## src/rtl/arith_unit_seq.sv

```systemverilog
// arith_unit_seq: registered ADD/SUB/MUL/MAC unit, 1-bit/cycle shift-add multiplier.
// Ports: clk, nRST; in_valid/in_ready/op/a/b/acc_clr in; out_valid/out_ready/result/out_op, busy out.
module arith_unit_seq #(
   parameter int WIDTH = 32,
   parameter int ACC_W = 2*WIDTH+8
) (
   input  logic             clk,
   input  logic             nRST,
   input  logic             in_valid,
   output logic             in_ready,
   input  logic [1:0]       op,
   input  logic [WIDTH-1:0] a,
   input  logic [WIDTH-1:0] b,
   input  logic             acc_clr,
   output logic             out_valid,
   input  logic             out_ready,
   output logic [ACC_W-1:0] result,
   output logic [1:0]       out_op,
   output logic             busy
);

   localparam int PW = 2*WIDTH;
   localparam int CW = $clog2(WIDTH) + 1;

   localparam logic [1:0] OP_MAC = 2'b11;

   typedef enum logic [2:0] {
      S_IDLE,
      S_ADDSUB,
      S_MUL,
      S_ACC,
      S_DONE
   } state_t;

   state_t           state_q;
   logic [WIDTH-1:0] a_q;
   logic [WIDTH-1:0] b_q;
   logic [1:0]       op_q;
   logic [PW-1:0]    mcand_q;
   logic [PW-1:0]    prod_q;
   logic [CW-1:0]    cnt_q;
   logic [ACC_W-1:0] acc_q;
   logic [ACC_W-1:0] result_q;
   logic [1:0]       out_op_q;
   logic             out_valid_q;

   logic             accept;
   logic             last_bit;
   logic [WIDTH:0]   addsub_d;
   logic [PW-1:0]    prod_d;
   logic [ACC_W-1:0] acc_base_d;
   logic [ACC_W-1:0] acc_d;

   assign in_ready  = (state_q == S_IDLE) |
                      ((state_q == S_DONE) & out_ready);
   assign accept    = in_valid & in_ready;
   assign busy      = (state_q != S_IDLE);
   assign out_valid = out_valid_q;
   assign result    = result_q;
   assign out_op    = out_op_q;
   assign last_bit  = (cnt_q == CW'(WIDTH-1));

   always_comb begin
      // op_q[0] selects SUB; the extra top bit carries the carry/borrow
      addsub_d   = op_q[0] ? ({1'b0, a_q} - {1'b0, b_q})
                           : ({1'b0, a_q} + {1'b0, b_q});
      // b_q is shifted right each cycle, so bit 0 is the current multiplier bit
      prod_d     = b_q[0] ? (prod_q + mcand_q) : prod_q;
      // a clear on the accumulate edge wins over the old value, not the product
      acc_base_d = acc_clr ? '0 : acc_q;
      acc_d      = acc_base_d + ACC_W'(prod_q);
   end

   always_ff @(posedge clk or negedge nRST) begin
      if (!nRST) begin
         state_q     <= S_IDLE;
         a_q         <= '0;
         b_q         <= '0;
         op_q        <= '0;
         mcand_q     <= '0;
         prod_q      <= '0;
         cnt_q       <= '0;
         acc_q       <= '0;
         result_q    <= '0;
         out_op_q    <= '0;
         out_valid_q <= 1'b0;
      end else begin
         if (acc_clr) begin
            acc_q <= '0;
         end
         unique case (state_q)
            S_IDLE: begin
            end
            S_ADDSUB: begin
               result_q    <= ACC_W'(addsub_d);
               out_op_q    <= op_q;
               out_valid_q <= 1'b1;
               state_q     <= S_DONE;
            end
            S_MUL: begin
               prod_q  <= prod_d;
               mcand_q <= mcand_q << 1;
               b_q     <= b_q >> 1;
               cnt_q   <= cnt_q + CW'(1);
               if (last_bit) begin
                  if (op_q == OP_MAC) begin
                     state_q <= S_ACC;
                  end else begin
                     result_q    <= ACC_W'(prod_d);
                     out_op_q    <= op_q;
                     out_valid_q <= 1'b1;
                     state_q     <= S_DONE;
                  end
               end
            end
            S_ACC: begin
               acc_q       <= acc_d;
               result_q    <= acc_d;
               out_op_q    <= op_q;
               out_valid_q <= 1'b1;
               state_q     <= S_DONE;
            end
            S_DONE: begin
               if (out_ready) begin
                  out_valid_q <= 1'b0;
                  state_q     <= S_IDLE;
               end
            end
            default: begin
               state_q <= S_IDLE;
            end
         endcase
         // accept only happens in IDLE or DONE, so it overrides the retire above
         if (accept) begin
            a_q     <= a;
            b_q     <= b;
            op_q    <= op;
            mcand_q <= PW'(a);
            prod_q  <= '0;
            cnt_q   <= '0;
            state_q <= op[1] ? S_MUL : S_ADDSUB;
         end
      end
   end

endmodule

```

## config.mk

```make
export PLATFORM = sky130hd
export DESIGN_NAME = arith_unit_seq
export DESIGN_NICKNAME = d
export VERILOG_FILES = /design/src/rtl/arith_unit_seq.sv
export SDC_FILE = /design/constraint.sdc
export NUM_CORES = 1
export LEC_CHECK = 0
export ABC_AREA = 1
export CAP_MARGIN = 20
export CORE_MARGIN = 4
export CORE_UTILIZATION = 55
export DETAILED_ROUTE_END_ITERATION = 7
export DONT_BUFFER_PORTS = 1
export PLACE_DENSITY = 0.7
export SLEW_MARGIN = 10
export SYNTH_ARGS = -nofsm -noshare
export SYNTH_HDL_FRONTEND = slang
export SYNTH_SLANG_ARGS = --single-unit
```

## constraint.sdc

```tcl
create_clock -name clk -period 6.1 [get_ports clk]
set_input_delay 1.22 -clock clk [delete_from_list [all_inputs] [get_ports clk]]
set_output_delay 1.22 -clock clk [all_outputs]
set_load 0.01 [all_outputs]
```

==> key figures <==
Placement
  – Count of port buffers added during placement: 0
  – Total instance count after detailed placement: 5449
  – Routability congestion estimate from global placement: 1.026
  – Detailed placer's ending HPWL: 87650 um

Floorplan
  – Standard-cell row count: 84
  – Number of primary I/O pins: 148
  – Height of the chip: 239.8 um
  – Core Region: 52870 um^2
  – Die Footprint: 57520 um^2
  – Die Width: 239.8 um
  – Starting Density: 0.5591

CTS
  – Post-CTS setup buffers: 0
  – Clock transition time at the flip-flop clock pins of the worst setup and hold paths: 0.06 ns
  – CTS tree: built
  – Post-cts sizing count: 0
  – Clock Sink Count: 350
  – Buffer type at the clock tree root: clkbuf_16
  – Number of buffers added by the clock tree synthesis step: 42
  – Hold bufs inserted after CTS: 0
  – Clock Path Buffers: 3
  – Max H-tree Level: 2
  – Worst-skew pair later-pin latency: 0.61 ns

Timing
  – Worst hold margin: 0.3106 ns
  – Rel. slew slack: 0.2139
  – Count of endpoints failing setup in the final report: 0
  – Tightest Pin Transition: 1.179 ns
  – Count of pins over their slew limit: 0
  – Tmin final: 4.157 ns
  – Setup TNS after final layout: 0 ns
  – Maximum achievable frequency: 0.2406 GHz
  – Count of final hold-check violations: 0
  – Clock skew: 0.03155 ns
  – Period utilisation layout: 0.6815
  – Setup repair after global routing missed its margin: no

Yosys
  – Number of enable-type register cells in the synthesized netlist: 0
  – Net count after synthesis: 5091
  – Register bit count reported by yosys: 350
  – Syn Std Cell Area: 29560 um^2
  – Number of warnings printed during yosys synthesis: 0
  – Netlist cell types: 52
  – Syn Area/Cell: 6.087 um^2
  – Leading register cell type out of synthesis: dfrtp_1
  – Share of synthesized flip-flops with an asynchronous set or reset: 1.000
  – Sequential fraction of the synthesis area: 0.2963
  – Syn Inst Count: 4856

Setup path
  – Worst EP required: 6.57 ns
  – Critical path class: flip-flop to flip-flop
  – Reg-to-reg setup timing slack: 1.94 ns
  – Type of element launching the critical path: flip-flop
  – Largest fanout on the critical path: 72
  – Kind of capture point of the worst setup path: flip-flop
  – Crit path arrival time: 4.62 ns

Layout
  – Commonest cells after routing, fill and taps aside: nand2_1, inv_1, nor2_1
  – Diodes inserted: 0
  – Non-filler instance count after layout: 5523
  – Layout cell share with drive strength beyond 1: 0.03909
  – Layout Nets: 5040
  – Most frequent standard cell in the layout excluding fill and tap cells: nand2_1
  – Layout Area Growth over Synthesis: 6.375%

GRT
  – Global-route wire length before repair: 165900 um
  – GRT overflow: 0
  – Maximum number of pins on one net before global-route repair: 351
  – All-Layer GR Usage: 0.3754
  – Number of antenna violations at the first check in global routing: 1
  – Vias in the first global route: 27.88k

Job
  – Max capacitance violation total: 0

Routing
  – Wire length reported by the detailed router: 109000 um
  – Iteration-0 DRC Markers: 3327
  – Final routed wire length divided by cell count: 19.74 um
  – Count of antenna-violating nets left after detailed routing: 0
  – Post-detailed-route DRC marker count: 0
  – DR vias: 30.74k
  – Router iterations before antenna repair: 6
  – Mean number of vias per cell: 5.565

Worst hold path
  – Worst min-delay path category: input pin to async pin

Power and ir drop
  – Pwr Total: 14630 uW
  – Power density cells: 465.3 nW/um^2
  – Worst vdd ir: 0.0004816 V
  – Leakage dissipation: 0.01772 uW

Status
  – Status: completed
==> cells by family (layout without fill, tap and decap cells) <==
| family | count (synthesis) | count (layout) | share of synthesized area |
|---|---|---|---|
| DFF | 350 | 350 | 0.2963 |
| adders and majority gates | 164 | 164 | 0.07018 |
| AOI/OAI and AO/OA | 748 | 748 | 0.1357 |
| and+or+nand+nor | 2565 | 2565 | 0.3550 |
| xor gates and xnor gates | 51 | 51 | 0.01511 |
| buffers and inverters | 978 | 957 | 0.1277 |
==> cell usage after synthesis, types with 3 or more instances <==
library cell / number / area, um^2
o21ai_0: 290 / 1451
buf_4: 10 / 75.07
dfrtp_1: 350 / 8758
clkbuf_1: 45 / 168.9
o21a_1: 6 / 45.04
a21o_1: 30 / 225.2
nor3_1: 42 / 210.2
o22ai_1: 33 / 206.5
nand2_1: 1740 / 6531
buf_1: 10 / 37.54
a41oi_1: 4 / 35.03
o211ai_1: 13 / 97.59
or2_2: 6 / 37.54
a22oi_1: 3 / 22.52
nor2_1: 398 / 1494
nor3_2: 6 / 60.06
buf_2: 42 / 210.2
fa_1: 3 / 60.06
xor2_1: 48 / 420.4
nor2_2: 21 / 131.4
inv_2: 16 / 60.06
nand3_2: 14 / 140.1
o21ai_2: 4 / 35.03
xnor2_1: 3 / 26.28
nand3b_1: 20 / 150.1
o21bai_1: 12 / 90.09
ha_1: 161 / 2014
nand4_1: 29 / 181.4
o21ai_1: 18 / 90.09
inv_1: 852 / 3198
nor4_1: 8 / 50.05
a21oi_1: 316 / 1582
a31oi_1: 12 / 75.07
nand3_1: 240 / 1201
nand2_2: 29 / 181.4
==> power by group <==
group          total, uW  switching [uW]  internal [uW]  leakage (uW)
Clock               2560            1100           1470      0.000685
Sequential          3970             957           3010       0.00459
Combinational       8100            5720           2380        0.0124
Total              14600            7770           6860        0.0177
==> per-stage QoR <==
step / worst slack (ns) / cell area, um^2 / util
after global routing: 1.572 / 31440 / 0.5948
final: 1.943 / 31440 / 0.5948
after CTS: 2.006 / 31440 / 0.5948
after global placement: 1.998 / 30040 / 0.5683
after detailed placement: 1.956 / 30040 / 0.5683
after floorplan: 2.453 / 29560 / -
==> per-layer routing <==
metal	vias to the layer above	track usage	share of wire
met3	174	0.08601	0.12
li1	15080	-	-
met1	14170	0.5603	0.44
met2	1313	0.5478	0.41
met5	-	0	0
met4	0	0.1016	0.030
==> flip-flops by register name, summed over array words and instances (netlist names) <==
signal / cells
acc_q: 72
out_op: 2
prod_q: 64
op_q: 2
state_q: 3
cnt_q: 6
out_valid: 1
mcand_q: 64
result: 72
a_q: 32
b_q: 32
==> critical path, stage by stage (launching register included) <==
cell and delay (ns):
dfrtp_2 0.42, clkinv_4 0.37, ha_1 0.28, nand3_1 0.16, nor2_2 0.24, nand3_1 0.17
inv_1 0.10, nand3_1 0.10, o21ai_2 0.21, nand2_1 0.13, nor2_1 0.14, xor2_1 0.08
ha_1 0.42, inv_1 0.09, nor3_1 0.26, nand2_1 0.10, nor4_1 0.19, nand2_1 0.11
nand2_1 0.08, nand2_1 0.05, nand3_1 0.10, nand3_1 0.08, nand2_1 0.08, nand2_1 0.07
==> area by class of cell <==
type / instances / area (um^2)
clock buffers: 55 / 1180
repair buffers: 13 / 97.59
clock inverters: 19 / 220.2
multi-input cells: 3528 / 17050
fillers: 5380 / 21420
flip-flops and latches: 350 / 8760
inverters: 870 / 3273
well taps: 688 / 860.8
==> worst paths after layout <==
| path | startpoint | end | cells after the start |
|---|---|---|---|
| setup / recovery | b_q[0] | result[32] | 23 |
| hold / removal | nRST | cnt_q[0] | 0 |
| setup reg to reg | b_q[0] | result[32] | 23 |
| hold reg to reg | a_q[18] | a_q[18] | 2 |
| max in group asynchronous | nRST | a_q[18] | 0 |
| min in group clk | a_q[18] | a_q[18] | 2 |
(Power assumes the default switching activity.)
